### src/rtl/comparator_pkg.sv
// Shared types and result encodings for the bit-serial magnitude comparator.
// The xyz encoding is one-hot: x = greater, y = equal, z = less.
package comparator_pkg;

    typedef enum logic [1:0] {
        IDLE    = 2'd0,
        COMPARE = 2'd1,
        DONE    = 2'd2
    } comparator_state_t;

    localparam logic [2:0] XYZ_NONE = 3'b000;
    localparam logic [2:0] XYZ_GT   = 3'b100;
    localparam logic [2:0] XYZ_EQ   = 3'b010;
    localparam logic [2:0] XYZ_LT   = 3'b001;

    // Index counter width; a 1-bit operand still needs a 1-bit counter.
    function automatic int idx_width(input int width);
        return (width > 1) ? $clog2(width) : 1;
    endfunction

endpackage

### src/rtl/comparator_bit_step.sv
// One step of the MSB-first comparison: decides the result from a single bit
// pair, inverting the sense of the decision on a two's-complement sign bit.
module comparator_bit_step
    import comparator_pkg::*;
(
    input  logic       a_bit,
    input  logic       b_bit,
    input  logic       sign_bit,
    input  logic       last_bit,
    output logic       decided,
    output logic [2:0] result
);

    always_comb begin
        // NOTE: every output gets a default first so no path leaves it unassigned (no latch).
        decided = 1'b0;
        result  = XYZ_NONE;
        if (a_bit != b_bit) begin
            decided = 1'b1;
            // A set sign bit means negative, so the operand holding 1 is the smaller one.
            if (a_bit ^ sign_bit)
                result = XYZ_GT;
            else
                result = XYZ_LT;
        end else if (last_bit) begin
            decided = 1'b1;
            result  = XYZ_EQ;
        end
    end

endmodule

### src/rtl/comparator_serial.sv
// Bit-serial WIDTH-bit comparator with early termination on the first
// differing bit and a start/busy/done handshake.
module comparator_serial
    import comparator_pkg::*;
#(
    parameter int WIDTH = 8
) (
    input  logic             clock,
    input  logic             reset,
    input  logic             start,
    input  logic             signed_mode,
    input  logic [WIDTH-1:0] a,
    input  logic [WIDTH-1:0] b,
    output logic             busy,
    output logic             done,
    output logic [2:0]       xyz
);

    localparam int IDX_W = idx_width(WIDTH);
    localparam logic [IDX_W-1:0] IDX_MSB = IDX_W'(WIDTH - 1);

    comparator_state_t state;
    logic [WIDTH-1:0]  a_q;
    logic [WIDTH-1:0]  b_q;
    logic              signed_q;
    logic [IDX_W-1:0]  idx;

    logic              step_decided;
    logic [2:0]        step_result;
    logic              sign_bit;
    logic              last_bit;

    assign sign_bit = signed_q && (idx == IDX_MSB);
    assign last_bit = (idx == '0);

    comparator_bit_step u_step (
        .a_bit    (a_q[idx]),
        .b_bit    (b_q[idx]),
        .sign_bit (sign_bit),
        .last_bit (last_bit),
        .decided  (step_decided),
        .result   (step_result)
    );

    // NOTE: all state here uses non-blocking assignments so every register
    // samples pre-edge values, independent of statement order.
    always_ff @(posedge clock) begin
        if (reset) begin
            state    <= IDLE;
            a_q      <= '0;
            b_q      <= '0;
            signed_q <= 1'b0;
            idx      <= '0;
            xyz      <= XYZ_NONE;
            done     <= 1'b0;
            busy     <= 1'b0;
        end else begin
            done <= 1'b0;
            case (state)
                IDLE, DONE: begin
                    // A start in the DONE cycle chains straight into the next comparison.
                    if (start) begin
                        a_q      <= a;
                        b_q      <= b;
                        signed_q <= signed_mode;
                        idx      <= IDX_MSB;
                        state    <= COMPARE;
                        busy     <= 1'b1;
                    end else begin
                        state <= IDLE;
                        busy  <= 1'b0;
                    end
                end
                COMPARE: begin
                    if (step_decided) begin
                        xyz   <= step_result;
                        done  <= 1'b1;
                        busy  <= 1'b0;
                        state <= DONE;
                    end else begin
                        idx <= idx - 1'b1;
                    end
                end
                default: begin
                    state <= IDLE;
                    busy  <= 1'b0;
                end
            endcase
        end
    end

endmodule

### config.mk
export PLATFORM = sky130hd
export DESIGN_NAME = comparator_serial
export DESIGN_NICKNAME = d
export VERILOG_FILES = /design/src/rtl/comparator_pkg.sv /design/src/rtl/comparator_bit_step.sv /design/src/rtl/comparator_serial.sv
export SDC_FILE = /design/constraint.sdc
export NUM_CORES = 1
export LEC_CHECK = 0
export CORE_MARGIN = 3
export CORE_UTILIZATION = 49
export DETAILED_ROUTE_END_ITERATION = 8
export GPL_ROUTABILITY_DRIVEN = 0
export PLACE_DENSITY = 0.77
export SLEW_MARGIN = 20
export SYNTH_ARGS = -nofsm -noshare
export SYNTH_HDL_FRONTEND = slang
export SYNTH_SLANG_ARGS = --single-unit
### constraint.sdc
create_clock -name clock -period 2.7 [get_ports clock]
set_input_delay 0.27 -clock clock [delete_from_list [all_inputs] [get_ports clock]]
set_output_delay 0.27 -clock clock [all_outputs]
set_load 0.01 [all_outputs]
==> flow_summary.toml <==
[status]
status = "finished, final reports clean"

[yosys]
syn_avg_cell_area_um2 = 9.307
synth_top_area_cell = "dfxtp_1"
synth_fp_nets = 153
ys_seq_area_share_pct = 43.02
synth_edf_count = 0
ys_ff_latch = 26
synth_cells = 130
ys_warn_count = 0
syn-cell-area_mm2 = 0.001210
post-synth-top-count-cell = "nand2_1"
synth.top_cell.area_share_pct = 43.02
synth-async-reset-ratio_pct = 0
synth_top_flop_cell = "dfxtp_1"
netlist_top_cells_count = "nand2_1, dfxtp_1, a21oi_1"
synth_cell_type_count = 30
ys_top_cells_by_area = "dfxtp_1, nand2_1, a21oi_1"

[sta]
hold_viol = 0
fin_setup_tns_ns = 0
fin_crit_sh_pct = 83.71
tightestPinTransition_ns = 0.5572
fin_hold_ws_ns = 0.4627
fin_crit_ns = 2.260
rsz0062_at_grt = "false"
setup_viol = 0
fmax_mhz = 442.4
drv_slew = 0
clock_skew_ns = 0.002147
slew_headroom_pct = 62.73

[cells_and_area]
fill_cells = 176
syn_to_final_growth_pct = 23.89
drive_gt1_share_pct = 9.934
nets = 175
antenna_cells = 0
final_cells = 179
final_util_pct = 65.86

[place]
io_buffers = 24
place_inst = 175
hpwl_um = 1715

[clock_network]
insertion_delay_ns = 0.31
cts_tree = "done"
root_buffer = "clkbuf_4"
cts.sinks = 26
clk_pin_slew_ns = 0.14
clk_path_buf_depth = 2
cts_setup_buffers = 0
htree_levels = 1
cts_buffers = 3
hold_buffers = 0
post_cts_resize_count = 0

[detailed_routing]
vias = 961
drtIter0Drc = 17
finalWirelength_um = 2256
drc = 0
drtAntennaViolNets = 0
viasPerCell = 5.369
drtPass1Iterations = 4
wire_per_inst_um = 12.60

[worst_setup_path]
start_kind = "flip-flop"
path_class = "reg2reg"
crit_fanout = 9
cp_data_required_time_ns = 2.92
crit_arrival_ns = 2.48
end_kind = "flip-flop"

[floorplanning]
rows = 17
start_util_pct = 53.16
die-area_mm2 = 0.003101
fp.coreArea_mm2 = 0.002276
io_pins = 25
die_w_um = 55.69
die_y_um = 55.69

[global_route]
antenna_found_initial = 0
grt_overflow_total = 0
track_usage_pct = 15.47
grt_pass1_wl_um = 3988
grt_max_degree = 21
grt_pass1_vias = 912

[pwr]
p_leak_nw = 0.5911
ir_drop_mv = 0.3910
p_per_area_mw_per_mm2 = 567.9

[min_path]
hold_class = "reg2reg"

[job]
drv_cap = 0
## flip-flops by register name (all words and copies together) (netlist names)
name / flops
a_q: 8
b_q: 8
idx: 3
xyz: 3
state: 2
done: 1
signed_q: 1
## layer usage
layer  global-route usage [%]  share of wire, %  wire length, µm  up-vias
li1                         -                 -                -      497
met3                    2.320               3.4               77        2
met1                    20.32                47             1070      448
met5                        0                 0                0        -
met2                    26.86                48             1089       14
met4                    3.125              0.80               18        0
## kinds of logic (layout without fill, tap and decap cells)
logic type / count (synthesis) / after routing / synth area share [%]
AOI/OAI and AO/OA: 31 / 31 / 15.72
xor gates and xnor gates: 1 / 1 / 2.275
adders and majority gates: 3 / 3 / 3.103
buffers and inverters: 13 / 34 / 4.654
DFF: 26 / 26 / 43.02
muxes: 7 / 7 / 12.72
and+or+nand+nor: 49 / 49 / 18.51
## layout by cell type, fill, tap and decap left out, drive strengths merged, types with 3 or more instances in the layout
cell	synthesis	final
mux4	4	4
clkbuf	7	4
nand3	3	3
clkdlybuf4s50	0	24
ha	3	3
nand2	34	34
nand2b	3	3
buf	3	3
inv	3	3
dfxtp	26	26
a21oi	21	21
## critical path, cell delays in order (launching register included)
cell     delay, ns
dfxtp_1       0.52
mux4_1        0.65
mux2i_4       0.26
xor2_4        0.31
nand3_4       0.12
mux2_4        0.31
## final timing paths
path,start,to,slack [ns],depth (start not counted)
setup / recovery,idx[0],idx[1],0.44,5
hold / removal,a_q[0],a_q[0],0.46,2
setup reg to reg,idx[0],idx[1],0.44,5
hold reg to reg,a_q[0],a_q[0],0.46,2
## layout make-up
cell class	count	area (µm²)	area share, %
repair buffers	27	262.8	17.53
inverters	3	11.26	0.7513
clock buffers	4	36.28	2.421
flip-flops and latches	26	520.5	34.72
well taps	28	35.03	2.337
multi-input cells	91	633.1	42.24
## stage by stage
| stage | worst slack, ns | cell area [µm²] | total power [mW] |
|---|---|---|---|
| 2_1_floorplan | 0.6320 | 1210 | 0.6006 |
| 3_3_place_gp | 0.5205 | 1463 | 0.6603 |
| 3_5_place_dp | 0.4558 | 1463 | 0.6698 |
| 4_1_cts | 0.4316 | 1499 | 0.8636 |
| 5_1_grt | 0.3292 | 1499 | 0.8971 |
| 6_report | 0.4398 | 1499 | 0.8513 |
## power by group
| group | switching, mW | internal, mW | total [mW] |
|---|---|---|---|
| Combinational | 0.104 | 0.110 | 0.214 |
| Clock | 0.109 | 0.0822 | 0.192 |
| Sequential | 0.0288 | 0.416 | 0.445 |
(Power assumes the default switching activity.)
